File: config.mk
export PLATFORM = sky130hd
export DESIGN_NAME = dma_arbiter_flat
export DESIGN_NICKNAME = d
export VERILOG_FILES = /design/src/rtl/dma_arbiter_if.sv /design/src/rtl/dma_arbiter.sv /design/src/flat_wrapper.sv
export SDC_FILE = /design/constraint.sdc
export NUM_CORES = 1
export LEC_CHECK = 0
export CAP_MARGIN = 10
export CORE_MARGIN = 3
export CORE_UTILIZATION = 33
export CTS_BUF_LIST = sky130_fd_sc_hd__clkbuf_2 sky130_fd_sc_hd__clkbuf_4 sky130_fd_sc_hd__clkbuf_8
export DETAILED_ROUTE_END_ITERATION = 10
export PLACE_DENSITY = 0.95
export RECOVER_POWER = 25
export REMOVE_ABC_BUFFERS = 1
export SYNTH_ARGS = -nofsm -noshare
export SYNTH_HDL_FRONTEND = slang
export SYNTH_SLANG_ARGS = --single-unit
File: constraint.sdc
create_clock -name mclk -period 3.85 [get_ports mclk]
set_input_delay 0.9625 -clock mclk [delete_from_list [all_inputs] [get_ports mclk]]
set_output_delay 0.9625 -clock mclk [all_outputs]
set_load 0.1 [all_outputs]
File: src/rtl/dma_arbiter_if.sv
// One DMA-style access channel: request fields driven by the master, accept / response
// fields driven by the slave. Used for both arbiter inputs and the shared core port.
//   addr  : word address [15:1]
//   din   : write data
//   en    : access request
//   we    : byte write enables
//   pri   : DMA priority hint passed through to the core
//   ready : access accepted this cycle
//   resp  : read response valid (one cycle after acceptance)
//   dout  : read data, valid with resp
interface dma_arbiter_if;
    logic [14:0] addr;
    logic [15:0] din;
    logic        en;
    logic [1:0]  we;
    logic        pri;
    logic        ready;
    logic        resp;
    logic [15:0] dout;

    modport master (
        output addr, din, en, we, pri,
        input  ready, resp, dout
    );

    modport slave (
        input  addr, din, en, we, pri,
        output ready, resp, dout
    );
endinterface

File: src/rtl/dma_arbiter.sv
// Two-master arbiter in front of the single openMSP430 DMA port.
// The grant is registered, so a request needs one cycle to reach the core, and the grant
// cannot move while the owner is stalled on dma.ready. Read responses follow the master
// whose access was accepted, even if the grant has already moved on.
// Ports:
//   mclk, reset_n : clock, asynchronous active-low reset
//   m0, m1        : master channels (arbiter is the slave)
//   dma           : core DMA port (arbiter is the master)
//   arb_owner     : {grant valid, owner index}
// Parameters:
//   PRIORITY_MODE : 0 = round-robin, 1 = fixed priority with master 0 winning ties
//   MAX_BURST     : accepted beats before yielding to a waiting master, 0 = unlimited
module dma_arbiter #(
    parameter int unsigned PRIORITY_MODE = 0,
    parameter int unsigned MAX_BURST     = 4
) (
    input  logic          mclk,
    input  logic          reset_n,
    dma_arbiter_if.slave  m0,
    dma_arbiter_if.slave  m1,
    dma_arbiter_if.master dma,
    output logic [1:0]    arb_owner
);

    // Encoding doubles as {grant_vld, owner}.
    typedef enum logic [1:0] {
        StIdle = 2'b00,
        StOwn0 = 2'b10,
        StOwn1 = 2'b11
    } state_e;

    state_e     state_q, state_d;
    logic       last_q, last_d;
    logic [7:0] beat_cnt_q, beat_cnt_d;
    logic       resp_vld_q, resp_vld_d;
    logic       resp_own_q, resp_own_d;

    logic       grant_vld;
    logic       owner;
    logic       own_en;
    logic       oth_en;
    logic       accept;
    logic       arb_idx;
    logic [8:0] beat_next;

    assign grant_vld = state_q[1];
    assign owner     = state_q[0];

    always_comb begin
        own_en    = owner ? m1.en : m0.en;
        oth_en    = owner ? m0.en : m1.en;
        accept    = grant_vld & own_en & dma.ready;
        beat_next = {1'b0, beat_cnt_q} + 9'd1;

        // Winner if arbitration happens this cycle.
        if (m0.en && m1.en) begin
            arb_idx = (PRIORITY_MODE == 1) ? 1'b0 : ~last_q;
        end else begin
            arb_idx = m1.en;
        end
    end

    always_comb begin
        state_d    = state_q;
        last_d     = last_q;
        beat_cnt_d = beat_cnt_q;
        resp_vld_d = accept;
        resp_own_d = accept ? owner : resp_own_q;

        if (!grant_vld || !own_en) begin
            // Idle, or owner released: arbitrate among whoever is requesting now.
            if (m0.en || m1.en) begin
                state_d    = arb_idx ? StOwn1 : StOwn0;
                last_d     = arb_idx;
                beat_cnt_d = 8'd0;
            end else begin
                state_d = StIdle;
            end
        end else if (dma.ready) begin
            if (MAX_BURST != 0 && beat_next >= 9'(MAX_BURST) && oth_en) begin
                state_d    = owner ? StOwn0 : StOwn1;
                last_d     = ~owner;
                beat_cnt_d = 8'd0;
            end else begin
                beat_cnt_d = beat_next[8] ? 8'hFF : beat_next[7:0];
            end
        end
        // Owner stalled on dma.ready: everything holds.
    end

    always_ff @(posedge mclk or negedge reset_n) begin
        if (!reset_n) begin
            state_q    <= StIdle;
            last_q     <= 1'b0;
            beat_cnt_q <= 8'd0;
            resp_vld_q <= 1'b0;
            resp_own_q <= 1'b0;
        end else begin
            state_q    <= state_d;
            last_q     <= last_d;
            beat_cnt_q <= beat_cnt_d;
            resp_vld_q <= resp_vld_d;
            resp_own_q <= resp_own_d;
        end
    end

    always_comb begin
        dma.en   = grant_vld & own_en;
        dma.addr = grant_vld ? (owner ? m1.addr : m0.addr) : 15'd0;
        dma.din  = grant_vld ? (owner ? m1.din  : m0.din)  : 16'd0;
        dma.we   = grant_vld ? (owner ? m1.we   : m0.we)   : 2'd0;
        dma.pri  = grant_vld ? (owner ? m1.pri  : m0.pri)  : 1'b0;

        m0.ready = dma.ready & grant_vld & ~owner & m0.en;
        m1.ready = dma.ready & grant_vld &  owner & m1.en;

        // resp_vld_q drops on reset, discarding any response still in flight.
        m0.resp  = dma.resp & resp_vld_q & ~resp_own_q;
        m1.resp  = dma.resp & resp_vld_q &  resp_own_q;
        m0.dout  = m0.resp ? dma.dout : 16'd0;
        m1.dout  = m1.resp ? dma.dout : 16'd0;

        arb_owner = state_q;
    end

endmodule

File: src/flat_wrapper.sv
// flat-port wrapper written by rule: the top's interface ports become plain ports
module dma_arbiter_flat 
#(
    parameter int unsigned PRIORITY_MODE = 0,
    parameter int unsigned MAX_BURST     = 4
)
  (mclk, reset_n, arb_owner, m0_addr, m0_din, m0_en, m0_we, m0_pri, m0_ready, m0_resp, m0_dout, m1_addr, m1_din, m1_en, m1_we, m1_pri, m1_ready, m1_resp, m1_dout, dma_addr, dma_din, dma_en, dma_we, dma_pri, dma_ready, dma_resp, dma_dout);
  dma_arbiter_if m0_i ();
  dma_arbiter_if m1_i ();
  dma_arbiter_if dma_i ();
  input  logic mclk;
  input  logic reset_n;
  output logic [1:0] arb_owner;
  input wire logic [$bits(m0_i.addr)-1:0] m0_addr;
  input wire logic [$bits(m0_i.din)-1:0] m0_din;
  input wire logic [$bits(m0_i.en)-1:0] m0_en;
  input wire logic [$bits(m0_i.we)-1:0] m0_we;
  input wire logic [$bits(m0_i.pri)-1:0] m0_pri;
  output wire logic [$bits(m0_i.ready)-1:0] m0_ready;
  output wire logic [$bits(m0_i.resp)-1:0] m0_resp;
  output wire logic [$bits(m0_i.dout)-1:0] m0_dout;
  input wire logic [$bits(m1_i.addr)-1:0] m1_addr;
  input wire logic [$bits(m1_i.din)-1:0] m1_din;
  input wire logic [$bits(m1_i.en)-1:0] m1_en;
  input wire logic [$bits(m1_i.we)-1:0] m1_we;
  input wire logic [$bits(m1_i.pri)-1:0] m1_pri;
  output wire logic [$bits(m1_i.ready)-1:0] m1_ready;
  output wire logic [$bits(m1_i.resp)-1:0] m1_resp;
  output wire logic [$bits(m1_i.dout)-1:0] m1_dout;
  output wire logic [$bits(dma_i.addr)-1:0] dma_addr;
  output wire logic [$bits(dma_i.din)-1:0] dma_din;
  output wire logic [$bits(dma_i.en)-1:0] dma_en;
  output wire logic [$bits(dma_i.we)-1:0] dma_we;
  output wire logic [$bits(dma_i.pri)-1:0] dma_pri;
  input wire logic [$bits(dma_i.ready)-1:0] dma_ready;
  input wire logic [$bits(dma_i.resp)-1:0] dma_resp;
  input wire logic [$bits(dma_i.dout)-1:0] dma_dout;
  assign m0_i.addr = m0_addr;
  assign m0_i.din = m0_din;
  assign m0_i.en = m0_en;
  assign m0_i.we = m0_we;
  assign m0_i.pri = m0_pri;
  assign m0_ready = m0_i.ready;
  assign m0_resp = m0_i.resp;
  assign m0_dout = m0_i.dout;
  assign m1_i.addr = m1_addr;
  assign m1_i.din = m1_din;
  assign m1_i.en = m1_en;
  assign m1_i.we = m1_we;
  assign m1_i.pri = m1_pri;
  assign m1_ready = m1_i.ready;
  assign m1_resp = m1_i.resp;
  assign m1_dout = m1_i.dout;
  assign dma_addr = dma_i.addr;
  assign dma_din = dma_i.din;
  assign dma_en = dma_i.en;
  assign dma_we = dma_i.we;
  assign dma_pri = dma_i.pri;
  assign dma_i.ready = dma_ready;
  assign dma_i.resp = dma_resp;
  assign dma_i.dout = dma_dout;
  dma_arbiter #(.PRIORITY_MODE(PRIORITY_MODE), .MAX_BURST(MAX_BURST)) u_core (.mclk(mclk), .reset_n(reset_n), .m0(m0_i), .m1(m1_i), .dma(dma_i), .arb_owner(arb_owner));
endmodule
======== After elaboration in Yosys (flattened, before gate mapping) ========
Cells that the tools add are included.
word-level totals
  output and inout bits ................... 73
  word-level logic and storage cells ...... 60
  register bits after elaboration ......... 13
operators by class
  eq/ne operators ......................... 1
  bitwise gates (word level) .............. 13
  add/sub/neg operators ................... 1
  $lt $le $gt $ge ......................... 1
  mux-type cells .......................... 28
  reductions and logical operators ........ 11
operators by type and width
  cell                                                  number
  two-way mux 16 bit                                    4
  two-way mux 8 bit                                     5
  two-way mux 15 bit                                    2
  two-way mux 2 bit                                     6
  two-way mux 1 bit                                     11
  bitwise AND 1 bit                                     10
  adder 8 x 1 -> 9 bit (second input constant)          1
  >= comparator 9 x 3 -> 1 bit (second input constant)  1
  AND reduction 2 bit                                   2
  nonzero test 2 bit                                    2
  inverter 1 bit                                        3
  AND reduction 3 bit                                   1
  logical AND 1 bit                                     2
  logical NOT 1 bit                                     2
  logical OR 1 bit                                      2
  != test 2 bit (second input constant)                 1

======== Logic depth before layout (Yosys ltp) ========
  depth after elaboration ................. 6
  mapped depth ............................ 7
  mapped depth without buffers ............ 6

======== Worst setup path after synthesis ========
Ideal clock, no wire load.
  path type ............................... register to output
  from .................................... register u_core.state_q[0], in the netlist u_core.arb_owner[0]
  to ...................................... output m1_ready
  required time ........................... 2.888 ns
  path buffers ............................ 0
  cell stages (with the launch flop) ...... 3
  slack ................................... -0.414 ns
  arrival ................................. 3.302 ns
  path through ............................ dfrtp_1 -> inv_1 -> nor3_1
between the ends
  longest elaborated chain between the ends .. 2
ends and longest elaborated chain
  element                          line                RTL
  start: declaration               dma_arbiter.sv:32   state_e state_q, state_d;
  start signal: assignment         dma_arbiter.sv:93   state_q <= StIdle;
  start signal: assignment         dma_arbiter.sv:99   state_q <= state_d;
  bitwise AND 1 bit (2 in series)  dma_arbiter.sv:115  m1.ready = dma.ready & grant_vld & owner & m1.en;
  end: declaration                 flat_wrapper.sv:27  output wire logic [$bits(m1_i.ready)-1:0] m1_ready;
No other way between the ends.

======== Worst setup path after layout ========
  from .................................... input dma_resp
  to ...................................... output m1_dout[5]
between the ends
  longest elaborated chain between the ends .. 3
ends and longest elaborated chain
  element                          line                RTL
  start: declaration               flat_wrapper.sv:36  input wire logic [$bits(dma_i.resp)-1:0] dma_resp;
  bitwise AND 1 bit (2 in series)  dma_arbiter.sv:119  m1.resp = dma.resp & resp_vld_q & resp_own_q;
  two-way mux 16 bit               dma_arbiter.sv:121  m1.dout = m1.resp ? dma.dout : 16'd0;
  end: declaration                 flat_wrapper.sv:29  output wire logic [$bits(m1_i.dout)-1:0] m1_dout;
No other way between the ends.

==> run metrics <==
vias in the first global route=2179; io pins=163; PwrDens=554.9 mW/mm²; Rows=24; gr ovfl total=0; total number of vias=2168; initial antenna violation count=0; largest net degree at the start of global routing=41; Routed WL=6814 µm; Starting Density=0.3583; Fmax achieved=296.8 MHz; Num CTS Buffers=3; WL/cell=15.81 µm; clock skew=0.003366 ns; setup violators final=0; Clock Power Share=0.064; status=finished clean; CP endpoint kind=output pin; # port buffers=162; most frequent cells in the layout=87 x clkdlybuf4s50_1, 39 x nor2_1, 38 x buf_4, 37 x buf_12, 36 x and2_1; final hold viol count=0; slew margin rel.=0.2236; asr flop ratio synth=1.000; commonest non-fill, non-tap cell in the layout=clkdlybuf4s50_1; post-DP HPWL=5824 µm; Routed Antenna Nets=0; Syn. warnings=0; CP max stage cell=and3_1; maximum vdd drop=0.4362 mV; register bit count reported by yosys=13; min cycle time layout=3.369 ns; clock-pin slew on the worst setup and hold paths=0.06 ns; router iterations before antenna repair=4; Iter 0 DRT Violations=50; crit share post-route=0.8752; Clock Tree Root=clkbuf_8; Synth Flop Type=dfrtp_1; setup repair bufs after CTS=0; Seq pwr share=0.112; Critical Path, Cell by Cell=clkdlybuf4s50_1 > and3_1 > and2_1 > buf_12; switch share=0.6434; Critical Path RT=2.89 ns; Core ar.=0.004564 mm²; Die W=76.40 µm; Num Clock Sinks=13; Remaining DRCs=0; Startpoint Class=input port; die area=0.005836 mm²; delay-heaviest family, CP=simple AND/OR/NAND/NOR gates; n_diodes=0; GRT Resource Usage Total=0.2263; Die Ht=76.40 µm; Net Switching=1.282 mW; critical path fanouts, max=17; Setup CP Type=input port to output pin; first-pass GRT wire length=10870 µm; Synth Instances=211; Worst-Skew Late Latency=0.25 ns; CTS tree=built; CTS Buffer Depth=2; Worst-Margin Slew=1.170 ns; RSZ-0062 raised after global routing=false; Non-Filler Instances=431; Pint=0.7108 mW; htree depth=1; WP data arrival=2.41 ns; post-synthesis cell type count=37; critical path buffer and inverter count=2; Combinational Power Share=0.824; final core occ=0.7870; slowest stage delay, CP=0.51 ns; Inst Count DP=427; vias per cell=5.030; Final Wtd Congestion=0.8588; Syn Std Cell Area=0.001635 mm²; Max-cap violations=0; Post-Syn Area per Cell=7.750 µm²; CTS resizes=0; Post-synth EDFFs=0; leakage power=1.595 nW; nets=459; share of cells above drive strength 1=0.2404; Hold-fix buffers, CTS=0; fin. max-slew vios=0; Tot Pwr=1.993 mW; hold crit path type=flop to flop; Area Overhead vs Synth=119.7%; final setup TNS=0 ns; sequential area share after synthesis=0.1989
## tightest hold or removal path: cells and delay by family, from the launching register on
family             cells  cell delay (ns)
AOI/OAI and AO/OA      1             0.09
and+or+nand+nor        1             0.08
DFF                    1             0.37
## routing by layer
| layer | up-vias | share of wire | GRT usage |
|---|---|---|---|
| li1 | 1047 | - | - |
| met2 | 118 | 0.53 | 0.4446 |
| met4 | 0 | 0.0092 | 0.05254 |
| met5 | - | 0 | 0 |
| met1 | 998 | 0.39 | 0.2500 |
| met3 | 5 | 0.073 | 0.03664 |
## worst paths after layout
| kind | from | endpoint | slack, ns | cells after the start |
|---|---|---|---|---|
| max | dma_resp | m1_dout[5] | 0.48 | 4 |
| min | u_core.last_q | u_core.last_q | 0.57 | 2 |
| max reg2reg | u_core.arb_owner[1] | u_core.beat_cnt_q[1] | 1.52 | 6 |
| min reg2reg | u_core.last_q | u_core.last_q | 0.57 | 2 |
| max in group asynchronous | reset_n | u_core.arb_owner[0] | 2.27 | 1 |
| min in group asynchronous | reset_n | u_core.beat_cnt_q[4] | 1.16 | 1 |
## power by group through the flow
stage	Clock [mW]	Sequential (mW)	Combinational, mW
6_report	0.127	0.224	1.64
5_1_grt	0.137	0.230	1.70
4_1_cts	0.130	0.223	1.67
3_5_place_dp	0	0.225	1.66
3_3_place_gp	0	0.222	1.63
2_1_floorplan	0	0.299	1.17
## layout make-up
type	count	area (µm²)
Tap cell	65	81.33
Inverter	3	11.26
Timing Repair Buffer	166	1931
Clock buffer	3	41.29
Sequential cell	13	326.6
Fill cell	288	972.2
Clock inverter	1	5.005
Multi-Input combinational cell	180	1196
## cells by family (layout without fill, tap and decap cells)
kind of cell | after synthesis | count (layout) | synth area share
flip-flops | 13 | 13 | 0.1989
multiplexers | 35 | 35 | 0.2142
AND/OR/NAND/NOR | 107 | 107 | 0.3474
AO/OA/AOI/OAI | 35 | 35 | 0.1653
XOR/XNOR | 1 | 1 | 0.005357
buffers and inverters | 18 | 173 | 0.05356
adder cells (fa/ha/maj) | 2 | 2 | 0.01530
## metrics by stage
step	cell area, µm²	worst slack (ns)	hold WS (ns)
2_1_floorplan	1559	-1.568	0.4930
3_3_place_gp	3576	0.5572	0.5313
3_5_place_dp	3576	0.4878	0.5634
4_1_cts	3622	0.4863	0.5771
5_1_grt	3592	0.3826	0.6062
6_report	3592	0.4807	0.5739
## registers in the layout, summed over array words and instances (netlist names)
signal / flops
u_core.resp_vld_q: 1
u_core.last_q: 1
u_core.beat_cnt_q: 8
u_core.resp_own_q: 1
u_core.arb_owner: 2
## cell usage after synthesis (2+ instances only)
cell type	n	area, µm²
dfrtp_1	13	325.3
clkbuf_1	7	26.28
mux2i_1	35	350.3
o21ai_0	4	20.02
ha_1	2	25.02
a31oi_1	5	31.28
buf_1	2	7.510
and3_1	2	12.51
buf_6	2	22.52
nand3_1	5	25.02
a21oi_1	14	70.07
nand4_1	5	31.28
or2_2	2	12.51
and4_1	2	17.52
nor2_1	39	146.4
and2_1	37	231.5
inv_1	3	11.26
buf_2	4	20.02
nand2b_1	2	12.51
nand2_1	9	33.78
No activity file was read; power rests on OpenSTA's default activity.
